===== src/rtl/wb_commit.sv =====
// wb_commit: register-file write-back arbiter.
// Channel A (in-order pipeline) owns the single write port whenever it is valid.
// Channel B (late MDU/CP0 results) is buffered in a small FIFO and drained on
// idle A cycles. pend_rs/pend_rt flag decode sources that still wait on B.
// Optional macro WB_COMMIT_LOAD_EXT_EN enables byte/half load extension on A.
// Handshake: B transfers on b_valid && b_ready; b_ready depends only on
// registered state, and A is never stalled.
module wb_commit #(
    parameter int DW    = 32,
    parameter int AW    = 5,
    parameter int DEPTH = 4
) (
    input  logic                       clk,
    input  logic                       reset_n,
    input  logic                       a_valid,
    input  logic [AW-1:0]              a_rw,
    input  logic [DW-1:0]              a_data,
    input  logic [2:0]                 a_loadtype,
    input  logic [1:0]                 a_addr_lo,
    input  logic                       b_valid,
    output logic                       b_ready,
    input  logic [AW-1:0]              b_rw,
    input  logic [DW-1:0]              b_data,
    input  logic [AW-1:0]              d_rs,
    input  logic [AW-1:0]              d_rt,
    output logic                       pend_rs,
    output logic                       pend_rt,
    output logic                       rf_we,
    output logic [AW-1:0]              rf_waddr,
    output logic [DW-1:0]              rf_wdata,
    output logic [$clog2(DEPTH+1)-1:0] q_count
);

    localparam int PW = $clog2(DEPTH);
    localparam int CW = $clog2(DEPTH+1);

    logic          rf_we_q, rf_we_d;
    logic [AW-1:0] rf_waddr_q, rf_waddr_d;
    logic [DW-1:0] rf_wdata_q, rf_wdata_d;
    logic [PW-1:0] rd_ptr_q, rd_ptr_d;
    logic [PW-1:0] wr_ptr_q, wr_ptr_d;
    logic [CW-1:0] count_q, count_d;
    logic          rdy_en_q, rdy_en_d;
    logic [AW-1:0] mem_rw_q   [DEPTH];
    logic [AW-1:0] mem_rw_d   [DEPTH];
    logic [DW-1:0] mem_data_q [DEPTH];
    logic [DW-1:0] mem_data_d [DEPTH];

    logic [DW-1:0] a_wdata;
    logic          push;
    logic          pop;
    logic          full;

`ifdef WB_COMMIT_LOAD_EXT_EN
    logic [7:0]  ld_byte;
    logic [15:0] ld_half;

    // Select the addressed byte/half of the load word and extend it.
    always_comb begin
        ld_byte = a_data[{a_addr_lo, 3'b000} +: 8];
        ld_half = a_data[{a_addr_lo[1], 4'b0000} +: 16];
        case (a_loadtype)
            3'd1:    a_wdata = {{(DW-8){1'b0}}, ld_byte};
            3'd2:    a_wdata = {{(DW-8){ld_byte[7]}}, ld_byte};
            3'd3:    a_wdata = {{(DW-16){1'b0}}, ld_half};
            3'd4:    a_wdata = {{(DW-16){ld_half[15]}}, ld_half};
            default: a_wdata = a_data;
        endcase
    end
`else
    logic unused_load_ports;
    assign a_wdata           = a_data;
    assign unused_load_ports = ^{a_loadtype, a_addr_lo};
`endif

    // rdy_en_q keeps b_ready low during reset and raises it one edge later.
    assign full    = (count_q == CW'(DEPTH));
    assign b_ready = rdy_en_q && !full;
    assign push    = b_valid && b_ready && (b_rw != '0);
    assign pop     = !a_valid && (count_q != '0);

    // Write-port arbitration, FIFO pointers and storage update.
    always_comb begin
        rf_we_d    = 1'b0;
        rf_waddr_d = rf_waddr_q;
        rf_wdata_d = rf_wdata_q;
        rd_ptr_d   = rd_ptr_q;
        wr_ptr_d   = wr_ptr_q;
        count_d    = count_q;
        rdy_en_d   = 1'b1;
        mem_rw_d   = mem_rw_q;
        mem_data_d = mem_data_q;

        if (a_valid) begin
            if (a_rw != '0) begin
                rf_we_d    = 1'b1;
                rf_waddr_d = a_rw;
                rf_wdata_d = a_wdata;
            end
        end else if (pop) begin
            rf_we_d    = 1'b1;
            rf_waddr_d = mem_rw_q[rd_ptr_q];
            rf_wdata_d = mem_data_q[rd_ptr_q];
            rd_ptr_d   = rd_ptr_q + 1'b1;
        end

        if (push) begin
            mem_rw_d[wr_ptr_q]   = b_rw;
            mem_data_d[wr_ptr_q] = b_data;
            wr_ptr_d             = wr_ptr_q + 1'b1;
        end

        case ({push, pop})
            2'b10:   count_d = count_q + 1'b1;
            2'b01:   count_d = count_q - 1'b1;
            default: count_d = count_q;
        endcase
    end

    // Pending-source detection over the incoming push and all live entries.
    always_comb begin
        logic [PW-1:0] idx;
        idx     = '0;
        pend_rs = 1'b0;
        pend_rt = 1'b0;
        if (push && (b_rw == d_rs)) pend_rs = 1'b1;
        if (push && (b_rw == d_rt)) pend_rt = 1'b1;
        for (int i = 0; i < DEPTH; i++) begin
            idx = rd_ptr_q + PW'(i);
            if (CW'(i) < count_q) begin
                if (mem_rw_q[idx] == d_rs) pend_rs = 1'b1;
                if (mem_rw_q[idx] == d_rt) pend_rt = 1'b1;
            end
        end
        if (d_rs == '0) pend_rs = 1'b0;
        if (d_rt == '0) pend_rt = 1'b0;
    end

    // State registers; reset empties the queue and clears the write port.
    always_ff @(posedge clk or negedge reset_n) begin
        if (!reset_n) begin
            rf_we_q    <= 1'b0;
            rf_waddr_q <= '0;
            rf_wdata_q <= '0;
            rd_ptr_q   <= '0;
            wr_ptr_q   <= '0;
            count_q    <= '0;
            rdy_en_q   <= 1'b0;
            for (int i = 0; i < DEPTH; i++) begin
                mem_rw_q[i]   <= '0;
                mem_data_q[i] <= '0;
            end
        end else begin
            rf_we_q    <= rf_we_d;
            rf_waddr_q <= rf_waddr_d;
            rf_wdata_q <= rf_wdata_d;
            rd_ptr_q   <= rd_ptr_d;
            wr_ptr_q   <= wr_ptr_d;
            count_q    <= count_d;
            rdy_en_q   <= rdy_en_d;
            mem_rw_q   <= mem_rw_d;
            mem_data_q <= mem_data_d;
        end
    end

    assign rf_we    = rf_we_q;
    assign rf_waddr = rf_waddr_q;
    assign rf_wdata = rf_wdata_q;
    assign q_count  = count_q;

endmodule


===== config.mk =====
export PLATFORM = sky130hd
export DESIGN_NAME = wb_commit
export DESIGN_NICKNAME = d
export VERILOG_FILES = /design/src/rtl/wb_commit.sv
export SDC_FILE = /design/constraint.sdc
export NUM_CORES = 1
export LEC_CHECK = 0
export CAP_MARGIN = 25
export CORE_ASPECT_RATIO = 1.25
export CORE_MARGIN = 10
export CORE_UTILIZATION = 40
export CTS_BUF_LIST = sky130_fd_sc_hd__clkbuf_8
export DETAILED_ROUTE_END_ITERATION = 16
export PLACE_DENSITY = 0.71
export SLEW_MARGIN = 15
export SYNTH_ARGS = -nofsm -noshare
export SYNTH_HDL_FRONTEND = slang
export SYNTH_SLANG_ARGS = --single-unit
export TNS_END_PERCENT = 30

===== constraint.sdc =====
create_clock -name clk -period 4.3 [get_ports clk]
set_clock_uncertainty 0.1 [all_clocks]
set_input_delay 0.645 -clock clk [delete_from_list [all_inputs] [get_ports clk]]
set_output_delay 0.645 -clock clk [all_outputs]
set_load 0.05 [all_outputs]

; ---- Yosys cells after proc, flatten, opt, wreduce, memory -nomap -nowiden
; Cells that the tools add are included.
[word_totals]
ff_bits = 194
inputBits = 93
output_inout_bits = 44
wordCells = 120
[classes]
addsub = 6
n_lt_le_gt_ge = 10
eq_ne = 14
muxes = 51
n_bitwise = 6
reduce_logical = 18
[op_table]
columns = op, count
row1 = $mux W32, 6
row2 = $bwmux W128, 1
row3 = $bmux W32 S2, 1
row4 = $demux W32 S2, 1
row5 = $mux W5, 12
row6 = $eq A5 B5 Y1, 10
row7 = $bmux W5 S2, 4
row8 = $mux W1, 23
row9 = $bwmux W20, 1
row10 = $ge A3 B3 Y1 const B, 5
row11 = $not A2 Y3, 5
row12 = $demux W5 S2, 1
row13 = $logic_not A5 Y1, 2
row14 = $reduce_bool A5 Y1, 2
row15 = $logic_and A1 B1 Y1, 7
row16 = $lt A1 B3 Y1 const A, 2
row17 = $lt A2 B3 Y1 const A, 2
row18 = $pmux W3 S2, 1
row19 = $add A2 B1 Y2 const B, 2
row20 = $add A2 B2 Y2 const B, 2
row21 = $reduce_and A2 Y1, 2
row22 = $reduce_bool A2 Y1, 2
row23 = $add A3 B1 Y3 const B, 1
row24 = $eq A3 B3 Y1 const B, 1
row25 = other kinds (8), 9

; ---- Logic depth before layout (Yosys ltp)
[depth]
depth_word = 16
mapped_depth = 10
mapped_depth_nobuf = 9

; ---- Least setup slack after synthesis
; Ideal clock, no wire load.
[synth_timing]
path_type = reg2out
startpoint = register count_q[0], in the netlist q_count[0]
endpoint = output port pend_rs
t_arrival_ns = 3.795
required_time_ns = 3.555
path_slack_ns = -0.240
stages_incl_launch_ff = 10
n_path_buf = 1
cell_sequence = dfrtp_1 > inv_1 > ha_1 > a21boi_0 > o211a_1 > buf_6 > nand4_1 > o31ai_1 > nor4_1 > a21oi_1
[synth_via]
elab_chain_len = 16
elab_cells_between_ends = 20
classes_between = 4 x order compare / 1 x eq/ne / 10 x mux / 5 x reduce/logical
[synth_lines]
columns = element, line
row1 = "start, declared", 42  ; logic [CW-1:0] count_q, count_d;
row2 = "start signal, assigned", 159  ; count_q <= count_d;
row3 = $eq A3 B3 Y1 (*), 77  ; assign full = (count_q == CW'(DEPTH));
row4 = $logic_not A1 Y1 (*), 78  ; assign b_ready = rdy_en_q && !full;
row5 = $logic_and A1 B1 Y1 (*), 78
row6 = net b_ready, 21  ; output logic b_ready,
row7 = $logic_and A1 B1 Y1 (*) (2 in series), 79  ; assign push = b_valid && b_ready && (b_rw != '0);
row8 = $logic_and A1 B1 Y1 (*), 126  ; if (push && (b_rw == d_rs)) pend_rs = 1'b1;
row9 = $mux W1 (*), 126
row10 = $mux W1, 131  ; if (mem_rw_q[idx] == d_rs) pend_rs = 1'b1;
row11 = $mux W1 (*), 130  ; if (CW'(i) < count_q) begin
row12 = $mux W1, 131
row13 = $mux W1 (*), 130
row14 = $mux W1, 131
row15 = $mux W1 (*), 130
row16 = $mux W1, 131
row17 = $mux W1 (*), 130
row18 = $mux W1 (*), 135  ; if (d_rs == '0) pend_rs = 1'b0;
row19 = "end, declared", 26  ; output logic pend_rs,
; Mark *: on every way through the listed nets, which the timed path passes. The rest lies on a longest branch.

; ---- Worst setup path in the final report
[layout_timing]
startpoint = register rd_ptr_q[0]
endpoint = output port pend_rt
[layout_via]
elab_chain_len = 14
elab_cells_between_ends = 32
classes_between = 3 x add/sub / 4 x eq/ne / 21 x mux / 4 x bitwise
[layout_lines]
columns = element, line
row1 = "start, declared", 40  ; logic [PW-1:0] rd_ptr_q, rd_ptr_d;
row2 = "start signal, assigned", 157  ; rd_ptr_q <= rd_ptr_d;
row3 = branches (longest 12 deep; another with $add A2 B1 Y2), -
row4 = $mux W1 (*), 130
row5 = $mux W1 (*), 136  ; if (d_rt == '0) pend_rt = 1'b0;
row6 = "end, declared", 27  ; output logic pend_rt,
; Mark *: on every way between the ends. The select of a mux whose other input is x is not followed.

==> reports/results.txt <==
root buf cell = clkbuf_8
starting density of the core = 40.7%
total power = 9500 µW
Inserted Clock Buffers = 17
Worst Reg-to-Reg Cells = 7
GRT Util Overall = 14.8%
GPL Wtd Cong = 0.840
final antenna diode count = 0
Syn Inst Count = 678
H-tree levels = 4
register area share after synthesis = 47.4%
Post-CTS Setup Inserts = 0
Post-route DRC = 0
routed wire length = 23.1 mm
TritonCTS clock tree = built
layout cells sized above 1 = 31.4%
# setup viols final = 0
NumNets Final = 889
crit share post-route = 87.4%
die width = 163 µm
Slew Limit Fails = 0
most common cell in the netlist = dfrtp_1
Yosys cell types = 31
Critical Path Fanout Max = 35
CP Capture Type = output pin
clock buffer depth = 2
number of global-route vias before repair = 6,618
Placed Cells = 1,101
Synth Cell Area = 10,200 µm²
die height = 199 µm
largest cells by area after synthesis = dfrtp_1 47%, mux2_4 18%, mux4_2 11%
Synth Net Count = 780
startpoint types = register
max-cap violations = 0
Die Area = 32,500 µm²
Final ANT Viol Nets = 0
main flop type after synthesis = dfrtp_1
Finished Layout Cells = 1,135
Fmax = 0.266 GHz
grt ovf = 0
worst vdd ir = 0.423 mV
first-pass GRT wire length = 37.6 mm
# rows = 65
largest net degree at the start of global routing = 121
Synth warnings = 0
Hold Path Class = register to register
I/O Buffers = 131
Hold Crit Depth = 1
Clock Latency Late Sink = 0.47 ns
Vias per Instance = 5.17
Post-synth EDFFs = 0
required time worst endpoint = 3.56 ns
CTS clk-pin slew, worst paths = 0.10 ns
number of top-level pins = 137
outcome = finished clean
CTS Sinks = 194
Resized cells post-CTS = 0
DRT Pass-1 Iters = 4
syn avg cell area = 15.1 µm²
hpwl dp = 15.2 mm
Leak = 0.00542 µW
min Tclk post-route = 3.76 ns
fraction of registers with async set/reset = 100%
critical path arrival = 3.01 ns
Post-synth top cells = 194 x dfrtp_1, 120 x mux2_4, 52 x mux4_2
vias after detailed routing = 5,872
CTS Hold Bufs = 0
top cell type by total area after synthesis = dfrtp_1
Core ar. = 25,200 µm²
Max-slew headroom = 44.7%
Synth top area share = 47.4%
wire length per cell = 20.4 µm
DR iter-0 viols = 316
Crit Path Category = register to output pin
RSZ-0062 raised after global routing = no
area growth from synthesis to layout = 17.9%
Fin Setup TNS = 0 ns
number of synthesized register bits = 194
Least-Margin Pin Slew = 0.830 ns
Hold Violations, Final = 0
Cell Pwr Density = 786 nW/µm²
initial antenna violation count = 1
power by group:
group          switching, µW  internal [µW]  leakage [µW]
logic                   2180           2610       0.00287
registers                707           2730       0.00232
clock network            663            609      0.000221
cells in the final DEF, fill, tap and decap left out, drive strengths merged, types with 13 or more instances in the layout:
cell type	n
dfrtp	194
xnor2	38
nor2	41
mux2	148
mux4	52
a21oi	42
buf	13
clkbuf	20
mux2i	38
clkdlybuf4s50	127
xor2	18
metal layers:
| layer | up-vias | global-route usage, % | part of all wire [%] |
|---|---|---|---|
| met5 | - | 0 | 0.056 |
| li1 | 2670 | - | - |
| met2 | 132 | 24.3 | 49 |
| met3 | 21 | 4.07 | 6.2 |
| met4 | 2 | 4.21 | 1.3 |
| met1 | 3047 | 18.5 | 43 |
path summary, 6_finish.rpt:
path	from	end	slack, ns
max reg2reg	q_count[0]$_DFFE_PN0P_	mem_data_q[85]$_DFFE_PN0P_	1.65
min in group asynchronous	reset_n	rf_wdata[26]$_DFFE_PN0P_	0.55
min	mem_data_q[42]$_DFFE_PN0P_	mem_data_q[42]$_DFFE_PN0P_	0.41
max in group asynchronous	reset_n	mem_data_q[99]$_DFFE_PN0P_	2.40
min reg2reg	mem_data_q[42]$_DFFE_PN0P_	mem_data_q[42]$_DFFE_PN0P_	0.41
max	rd_ptr_q[0]$_DFFE_PN0P_	pend_rt	0.54
through the flow:
stage | hold WS, ns | setup WS (ns) | cell area, µm² | utilization, %
after global routing | 0.426 | 0.288 | 12100 | 47.9
after detailed placement | 0.388 | 0.760 | 11600 | 46.1
after CTS | 0.239 | 0.460 | 12100 | 47.8
after global placement | 0.383 | 0.739 | 11600 | 46.1
after floorplan | 0.249 | 0.193 | 10200 | -
final | 0.410 | 0.541 | 12100 | 47.9
state kept, by name, summed over array words and instances (netlist names):
signal      cells
rf_waddr        5
wr_ptr_q        2
rdy_en_q        1
q_count         3
mem_data_q    128
rf_we           1
rf_wdata       32
rd_ptr_q        2
mem_rw_q       20
critical path, stage by stage, from the launching register on:
cell and delay (ns):
dfrtp_4 0.87, mux4_2 0.64, xnor2_1 0.20, nand4_1 0.12, nor3_1 0.21, a311oi_1 0.08, a21oi_1 0.18, buf_4 0.22
cell families after synthesis:
logic type               after synthesis  share of synthesized area [%]
multiplexers                         238                           35.8
AO/OA/AOI/OAI                         50                           2.61
other                                  1                         0.0366
XOR/XNOR                              56                           4.79
adder cells (fa/ha/maj)                9                           1.10
AND/OR/NAND/NOR                       72                           3.77
buffers and inverters                 58                           4.54
flip-flops                           194                           47.4
final cells by class:
class / count / area [µm²]
clock inverters: 13 / 158
repair buffers: 142 / 1440
well taps: 335 / 419
clock buffers: 19 / 262
fillers: 2197 / 13100
flip-flops and latches: 194 / 4860
multi-input cells: 426 / 4930
inverters: 6 / 22.5
(Power assumes the default switching activity.)
